===== config.mk =====
export PLATFORM = sky130hd
export DESIGN_NAME = reg_transfer_sequencer_flat
export DESIGN_NICKNAME = d
export VERILOG_FILES = /design/src/rtl/reg_transfer_sequencer_if.sv /design/src/rtl/reg_transfer_sequencer.sv /design/src/flat_wrapper.sv
export SDC_FILE = /design/constraint.sdc
export NUM_CORES = 1
export LEC_CHECK = 0
export BUFFER_PORTS_ARGS = -buffer_cell sky130_fd_sc_hd__buf_4
export CAP_MARGIN = 20
export CORE_MARGIN = 5
export CORE_UTILIZATION = 47
export DETAILED_ROUTE_END_ITERATION = 16
export PLACE_DENSITY_LB_ADDON = 0.1
export SKIP_LAST_GASP = 1
export SYNTH_ARGS = -nofsm -noshare
export SYNTH_HDL_FRONTEND = slang
export SYNTH_SLANG_ARGS = --single-unit

===== constraint.sdc =====
create_clock -name clk -period 4.3 [get_ports clk]
set_clock_uncertainty 0.15 [all_clocks]
set_input_delay 0.645 -clock clk [delete_from_list [all_inputs] [get_ports clk]]
set_output_delay 0.645 -clock clk [all_outputs]
set_load 0.02 [all_outputs]

===== src/rtl/reg_transfer_sequencer_if.sv =====
// Request/bus bundle for the register transfer sequencer.
// The master side is the requesters and bus observer; the slave side is the sequencer.
interface reg_transfer_sequencer_if #(
  parameter int NREGS = 16,
  parameter int IDX_W = 4
) ();
  logic [1:0]       req_valid;
  logic [1:0]       req_ready;
  logic [IDX_W-1:0] req0_src;
  logic [IDX_W-1:0] req0_dst;
  logic             req0_zero;
  logic [IDX_W-1:0] req1_src;
  logic [IDX_W-1:0] req1_dst;
  logic             req1_zero;
  logic [NREGS-1:0] Rout;
  logic [NREGS-1:0] Rin;
  logic             BAout;
  logic             busy;
  logic             done;
  logic             done_id;

  modport master (
    output req_valid, req0_src, req0_dst, req0_zero, req1_src, req1_dst, req1_zero,
    input  req_ready, Rout, Rin, BAout, busy, done, done_id
  );

  modport slave (
    input  req_valid, req0_src, req0_dst, req0_zero, req1_src, req1_dst, req1_zero,
    output req_ready, Rout, Rin, BAout, busy, done, done_id
  );
endinterface


===== src/rtl/reg_transfer_sequencer.sv =====
// Round-robin sequencer for register-to-register moves on the shared CPU bus:
// drives the source onto the bus for SETTLE cycles, then strobes the destination load.
module reg_transfer_sequencer #(
  parameter int NREGS  = 16,
  parameter int IDX_W  = 4,
  parameter int SETTLE = 1
) (
  input logic                    clk,
  input logic                    clr,
  reg_transfer_sequencer_if.slave bus
);

  typedef enum logic [1:0] {
    S_IDLE,
    S_DRIVE,
    S_LATCH
  } state_t;

  localparam logic [3:0] SETTLE_M1 = 4'(SETTLE - 1);

  state_t           r_state, w_state_next;
  logic [IDX_W-1:0] r_src, w_src_next;
  logic [IDX_W-1:0] r_dst, w_dst_next;
  logic             r_zero, w_zero_next;
  logic             r_last, w_last_next;
  logic [3:0]       r_cnt, w_cnt_next;
  logic             r_done, w_done_next;
  logic             r_done_id, w_done_id_next;
  logic             w_grant;
  logic [1:0]       w_ready;
  logic             w_active;
  logic [NREGS-1:0] w_rout;
  logic [NREGS-1:0] w_rin;

  always_ff @(posedge clk) begin
    if (clr) begin
      r_state   <= S_IDLE;
      r_src     <= '0;
      r_dst     <= '0;
      r_zero    <= 1'b0;
      r_last    <= 1'b1;
      r_cnt     <= '0;
      r_done    <= 1'b0;
      r_done_id <= 1'b0;
    end else begin
      r_state   <= w_state_next;
      r_src     <= w_src_next;
      r_dst     <= w_dst_next;
      r_zero    <= w_zero_next;
      r_last    <= w_last_next;
      r_cnt     <= w_cnt_next;
      r_done    <= w_done_next;
      r_done_id <= w_done_id_next;
    end
  end

  always_comb begin
    w_state_next   = r_state;
    w_src_next     = r_src;
    w_dst_next     = r_dst;
    w_zero_next    = r_zero;
    w_last_next    = r_last;
    w_cnt_next     = r_cnt;
    w_done_next    = 1'b0;
    w_done_id_next = r_done_id;
    w_ready        = 2'b00;
    // With both requesting, the one not served last wins.
    w_grant = (bus.req_valid == 2'b11) ? ~r_last : bus.req_valid[1];

    case (r_state)
      S_IDLE: begin
        if (!clr && (|bus.req_valid)) begin
          w_ready[w_grant] = 1'b1;
          w_src_next       = w_grant ? bus.req1_src  : bus.req0_src;
          w_dst_next       = w_grant ? bus.req1_dst  : bus.req0_dst;
          w_zero_next      = w_grant ? bus.req1_zero : bus.req0_zero;
          w_last_next      = w_grant;
          w_cnt_next       = SETTLE_M1;
          w_state_next     = S_DRIVE;
        end
      end
      S_DRIVE: begin
        if (r_cnt == 4'd0) begin
          w_state_next = S_LATCH;
        end else begin
          w_cnt_next = r_cnt - 4'd1;
        end
      end
      S_LATCH: begin
        w_state_next   = S_IDLE;
        w_done_next    = 1'b1;
        w_done_id_next = r_last;
      end
      default: begin
        w_state_next = S_IDLE;
      end
    endcase
  end

  assign w_active = (r_state != S_IDLE);

  // One-hot decode of the captured indices onto the select and load strobes.
  for (genvar gi = 0; gi < NREGS; gi++) begin : g_onehot
    assign w_rout[gi] = w_active && (r_src == IDX_W'(gi));
    assign w_rin[gi]  = (r_state == S_LATCH) && (r_dst == IDX_W'(gi));
  end

  assign bus.Rout      = w_rout;
  assign bus.Rin       = w_rin;
  assign bus.BAout     = ~(w_active & r_zero & (r_src == '0));
  assign bus.busy      = w_active;
  assign bus.done      = r_done;
  assign bus.done_id   = r_done_id;
  assign bus.req_ready = w_ready;

endmodule


===== src/flat_wrapper.sv =====
// flat-port wrapper written by rule: the top's interface ports become plain ports
module reg_transfer_sequencer_flat 
#(
  parameter int NREGS  = 16,
  parameter int IDX_W  = 4,
  parameter int SETTLE = 1
)
  (clk, clr, bus_req_valid, bus_req0_src, bus_req0_dst, bus_req0_zero, bus_req1_src, bus_req1_dst, bus_req1_zero, bus_req_ready, bus_Rout, bus_Rin, bus_BAout, bus_busy, bus_done, bus_done_id);
  reg_transfer_sequencer_if #(.NREGS(NREGS), .IDX_W(IDX_W)) bus_i ();
  input logic clk;
  input logic clr;
  input wire logic [$bits(bus_i.req_valid)-1:0] bus_req_valid;
  input wire logic [$bits(bus_i.req0_src)-1:0] bus_req0_src;
  input wire logic [$bits(bus_i.req0_dst)-1:0] bus_req0_dst;
  input wire logic [$bits(bus_i.req0_zero)-1:0] bus_req0_zero;
  input wire logic [$bits(bus_i.req1_src)-1:0] bus_req1_src;
  input wire logic [$bits(bus_i.req1_dst)-1:0] bus_req1_dst;
  input wire logic [$bits(bus_i.req1_zero)-1:0] bus_req1_zero;
  output wire logic [$bits(bus_i.req_ready)-1:0] bus_req_ready;
  output wire logic [$bits(bus_i.Rout)-1:0] bus_Rout;
  output wire logic [$bits(bus_i.Rin)-1:0] bus_Rin;
  output wire logic [$bits(bus_i.BAout)-1:0] bus_BAout;
  output wire logic [$bits(bus_i.busy)-1:0] bus_busy;
  output wire logic [$bits(bus_i.done)-1:0] bus_done;
  output wire logic [$bits(bus_i.done_id)-1:0] bus_done_id;
  assign bus_i.req_valid = bus_req_valid;
  assign bus_i.req0_src = bus_req0_src;
  assign bus_i.req0_dst = bus_req0_dst;
  assign bus_i.req0_zero = bus_req0_zero;
  assign bus_i.req1_src = bus_req1_src;
  assign bus_i.req1_dst = bus_req1_dst;
  assign bus_i.req1_zero = bus_req1_zero;
  assign bus_req_ready = bus_i.req_ready;
  assign bus_Rout = bus_i.Rout;
  assign bus_Rin = bus_i.Rin;
  assign bus_BAout = bus_i.BAout;
  assign bus_busy = bus_i.busy;
  assign bus_done = bus_i.done;
  assign bus_done_id = bus_i.done_id;
  reg_transfer_sequencer #(.NREGS(NREGS), .IDX_W(IDX_W), .SETTLE(SETTLE)) u_core (.clk(clk), .clr(clr), .bus(bus_i));
endmodule

; Word level (Yosys, flattened, before mapping)
; Cells that the tools add are included.
[classes]
n_addsub = 1
n_lt_le_gt_ge = 2
n_eq_ne = 36
mux = 15
bitwise = 4
reduce_logical = 45
[op_table]
columns = cell, n
row1 = "4-bit == test, second input constant", 16
row2 = 1-bit logical AND, 34
row3 = "4-bit by 3-bit == test with 1-bit output, second input constant", 8
row4 = "4-bit by 2-bit == test with 1-bit output, second input constant", 4
row5 = 4-bit 2-to-1 mux, 4
row6 = 4-bit zero test, 3
row7 = "4-bit by 1-bit == test with 1-bit output, second input constant", 2
row8 = 2-bit 2-to-1 mux, 4
row9 = 4-bit case mux with 2 select lines, 1
row10 = "2-bit == test, second input constant", 2
row11 = 1-bit 2-to-1 mux, 4
row12 = "2-bit by 1-bit inequality test with 1-bit output, second input constant", 2
row13 = 2-bit case mux with 2 select lines, 1
row14 = 2-bit AND reduction, 2
row15 = 2-bit nonzero test, 2
row16 = "4-bit by 1-bit subtractor with 4-bit output, second input constant", 1
row17 = 3-bit AND reduction, 1
row18 = 1-bit bitwise AND, 2
row19 = "2-bit by 1-bit == test with 1-bit output, second input constant", 1
row20 = 2-bit zero test, 1
row21 = "1-bit by 2-bit < comparator with 1-bit output, second input constant", 1
row22 = "2-bit inequality test, second input constant", 1
row23 = 1-bit inverter, 2
row24 = 2-bit OR reduction, 1
row25 = 3 further kinds, 3
[totals]
ff_bits = 18
inputBits = 22
out_inout_bits = 38
word_cells = 111

; Depth between registers and ports, before layout
[depth]
depth_word = 8
ltp_mapped = 5
mapped_depth_nobuf = 5

; Worst setup path after synthesis
; OpenSTA, ideal clock, no wires.
[synth_timing]
kind = flip-flop to output port
start = register u_core.r_state[1]
end = output bus_Rin[0]
arrival_time_ns = 1.429
t_required_ns = 3.505
setup_slack_ns = 2.076
path_stages_with_launch = 4
n_path_buf = 0
path_cell_list = dfxtp_1 -> or2b_1 -> or3_1 -> nor3_1
[synth_between]
elab_chain_cells = 2
[synth_lines]
columns = item, line
row1 = from (decl), reg_transfer_sequencer.sv:21  ; state_t r_state, w_state_next;
row2 = from (signal assigned), reg_transfer_sequencer.sv:46  ; r_state <= w_state_next;
row3 = 2-bit == test, reg_transfer_sequencer.sv:105  ; assign w_rin[gi] = (r_state == S_LATCH) && (r_dst == IDX_W'(gi));
row4 = 1-bit logical AND, reg_transfer_sequencer.sv:105
row5 = to (decl), flat_wrapper.sv:21  ; output wire logic [$bits(bus_i.Rin)-1:0] bus_Rin;
; Every way passes these cells.

; Worst setup path after layout
[layout_timing]
start = register u_core.r_state[0]
end = output bus_BAout
[layout_between]
elab_chain_cells = 4
[layout_lines]
columns = item, line
row1 = 2-bit nonzero test, reg_transfer_sequencer.sv:100  ; assign w_active = (r_state != S_IDLE);
row2 = 1-bit bitwise AND (2 in series), reg_transfer_sequencer.sv:110  ; assign bus.BAout = ~(w_active & r_zero & (r_src == '0));
row3 = 1-bit inverter, reg_transfer_sequencer.sv:110
row4 = to (decl), flat_wrapper.sv:22  ; output wire logic [$bits(bus_i.BAout)-1:0] bus_BAout;
; Every way passes these cells.

==> implementation parameters <==
Parameter                              Value

Run status
  Outcome    complete, no violations

Logic synthesis
  Commonest cells in the netlist    sky130_fd_sc_hd__nor2_1, sky130_fd_sc_hd__dfxtp_1, sky130_fd_sc_hd__nor3_1
  Share of the synthesized area in the top cell type    between 30% and 40%
  Number of nets produced by synthesis    171
  Post-synthesis sequential area ratio    between 30 and 40%
  FFs w/ async S/R, synth    0%
  Average instance area after synthesis    7.62 µm²
  Prevailing post-synth register cell    sky130_fd_sc_hd__dfxtp_1
  Count of flip-flops with a built-in enable after synthesis    0
  Library cell with the highest instance count after synthesis    sky130_fd_sc_hd__nor2_1
  Number of synthesized register bits    18
  Total number of yosys warnings    0
  Library cell occupying the most area in the post-synthesis netlist    sky130_fd_sc_hd__dfxtp_1
  Cells after synthesis    between 100 and 150
  Post-synthesis instance area    1120 µm²
  Largest cells by area after synthesis    sky130_fd_sc_hd__dfxtp_1, sky130_fd_sc_hd__nor2_1, sky130_fd_sc_hd__mux2i_1
  Number of distinct library cell variants in the gate-level netlist after synthesis    37

Placement
  Port bufs    59
  HPWL Detailed    between 2000 and 3000 µm
  Number of instances in the placed design    ~230
  Placed Instance Area    between 1500 and 2000 µm²
  Gpl congestion    approximately 0.8

Worst setup path
  Arrival @ worst endpoint    between 1.5 and 2 ns
  Worst Setup Start Kind    register
  Crit path kind    reg2out
  R2r worst-path depth    5
  R2R Path End    u_core.r_cnt[1]
  Critical Path End Type    output pin
  Req. time, crit path    about 3.5 ns
  Origin of the critical flop-to-flop path    u_core.r_cnt[0]
  CP max FO    6
  Setup slack, reg-to-reg    2.51 ns

Finish
  Sequential cell area    360 µm²
  Layout filler cell count    186
  Ant. Diodes    0
  Proportion of layout cells with a drive suffix above 1    approximately a third
  Number of cells in the finished layout apart from fillers    about 230
  Core Util, Final    just over 70%
  Syn-to-layout area delta    44.4%
  Final net count    229
  Cell area after layout    1620 µm²
  Area used by multi-input combinational logic    just over 700 µm²

Die
  Chip height    58.8 µm
  Area of the core    between 2000 and 2500 µm²
  Effective utilization at floorplan    approximately 50%
  Top-level port count    60
  Row count    17
  Die extent in x    between 50 and 60 µm
  Die ar.    between 3000 and 4000 µm²

Route
  Total wire length    about 3300 µm
  Post-route DRC violation count    0
  Starting DRT DRC Count    34
  Routed Antenna Nets    0
  Post-detailed-route wirelength per cell    approximately 14 µm
  Router iterations before antenna repair    4
  Via count of the routed design    about 1300
  Number of vias per cell after detailed routing    5.47

Power
  Internal Pwr Total    between 0.2 and 0.3 mW
  Clock power frac    approximately 27%
  Register share of total power    48.7%
  Leakage power    approximately 0.69 nW
  IR Drop Worst-Case VDD    between 0.2 and 0.25 mV
  Relative contribution of combinational cells to total power    around a quarter
  Sw frac    between 30% and 40%
  Sw Pwr    approximately 0.12 mW
  PnR Total Power    0.393 mW
  Pwr per Cell Area    between 200 and 250 nW/µm²

Global routing
  Total Routing Usage GR    between 15 and 20%
  Maximum number of pins on one net before global-route repair    24
  Gr ovfl total    0
  Antenna violations before repair    0
  First-pass GRT wire length    roughly 5100 µm
  Via count of the first global-routing pass    roughly 1200

STA
  Final hold viol count    0
  Slew @ Worst Pin    0.531 ns
  Maximum frequency from static timing analysis    0.374 GHz
  Worst rel slew slack    between 60% and 70%
  Period Utilization, post-route    ~62%
  Setup repair after global routing missed its margin    false
  Final critical-path required period    2.67 ns
  Total negative slack    0 ns
  # setup viols final    0
  Final max-slew violation count    0

Job
  Number of max-capacitance violations reported    0

Hold path
  Number of cells on the worst hold path    2
  Hold wc startpoint    u_core.bus.done_id
  Kind of path behind the tightest hold check    reg2reg
  Hold worst-path end    u_core.bus.done_id

Clock network
  Master cell of the clock root buffer    sky130_fd_sc_hd__clkbuf_4
  Insertion delay to the later sink of the worst-skew pair    0.29 ns
  CTS buffer count    3
  H-tree Lvls    1
  Post-CTS setup repair buffer count    0
  CTS clock-pin slew for the worst setup and hold paths    ~0.11 ns
  Longest Clk Path Bufs    2
  Clk sink count    18
  Post-CTS Hold Fix Bufs    0
  CTS tree    yes
  Cells resized by post-CTS repair    0
==> worst max-delay path, cell delays in order (launching register included) <==
cell,delay (ns)
sky130_fd_sc_hd__dfxtp_1,0.42
sky130_fd_sc_hd__nor2_1,0.10
sky130_fd_sc_hd__or3_1,0.39
sky130_fd_sc_hd__or4b_1,0.49
sky130_fd_sc_hd__buf_4,0.17
==> logic make-up (layout without fill, tap and decap cells) <==
| group | Yosys count | count (layout) | synth area share (%) |
|---|---|---|---|
| adders and majority gates | 2 | 2 | 2.23 |
| DFF | 18 | 18 | 32.2 |
| and+or+nand+nor | 78 | 78 | 37.1 |
| AOI/OAI and AO/OA | 26 | 26 | 15.4 |
| buffers and inverters | 14 | 71 | 4.92 |
| muxes | 9 | 9 | 8.16 |
==> power by group through the flow <==
stage	Clock [mW]	Sequential, mW	Combinational [mW]
after global routing	0.116	0.194	0.104
final	0.106	0.192	0.0954
after floorplan	0	0.189	0.0622
after CTS	0.107	0.191	0.0956
after global placement	0	0.194	0.0925
after detailed placement	0	0.195	0.0950
==> how the worst max path moves through the flow <==
stage / to / slack [ns] / start
finish: bus_BAout / 1.63 / u_core.r_state[0]
global route: bus_BAout / 1.51 / u_core.r_state[0]
CTS: bus_BAout / 1.64 / u_core.r_state[0]
detailed placement: bus_BAout / 1.98 / u_core.r_state[0]
global placement: bus_BAout / 2.02 / u_core.r_state[0]
floorplan: bus_Rin[0] / 2.08 / u_core.r_state[1]
==> per-stage QoR <==
step                      hold WS, ns  setup slack (ns)
after floorplan                 0.294              2.08
after global placement          0.297              2.02
after detailed placement        0.317              1.98
after CTS                       0.332              1.64
after global routing            0.352              1.51
final                           0.327              1.63
==> routing by layer <==
metal  track usage [%]  wire length, µm
met5                 0                0
met1              23.5             1360
met3              4.82              342
met2              30.9             1530
met4              4.21               17
==> registers in the layout, indices dropped and copies added (netlist names) <==
register / count
u_core.r_src: 4
u_core.r_cnt: 4
u_core.r_zero: 1
u_core.bus.done_id: 1
u_core.bus.done: 1
u_core.r_last: 1
u_core.r_state: 2
u_core.r_dst: 4
==> cells in the final DEF (no fill, tap or decap), drive strengths merged, types with 5 or more instances in the layout <==
cell type	synthesis	final
a211oi	8	8
a21oi	9	9
buf	3	61
dfxtp	18	18
inv	5	5
mux2i	8	8
nand2	5	5
nand2b	7	7
nor2	29	29
nor3	11	11
==> layout make-up <==
class                           instances  area share, %
Multi-Input combinational cell        115           43.6
Timing Repair Buffer                   61           28.3
Sequential cell                        18           22.3
Clock buffer                            4           2.24
Tap cell                               28           2.17
Inverter                                6           1.39
(Power assumes the default switching activity.)
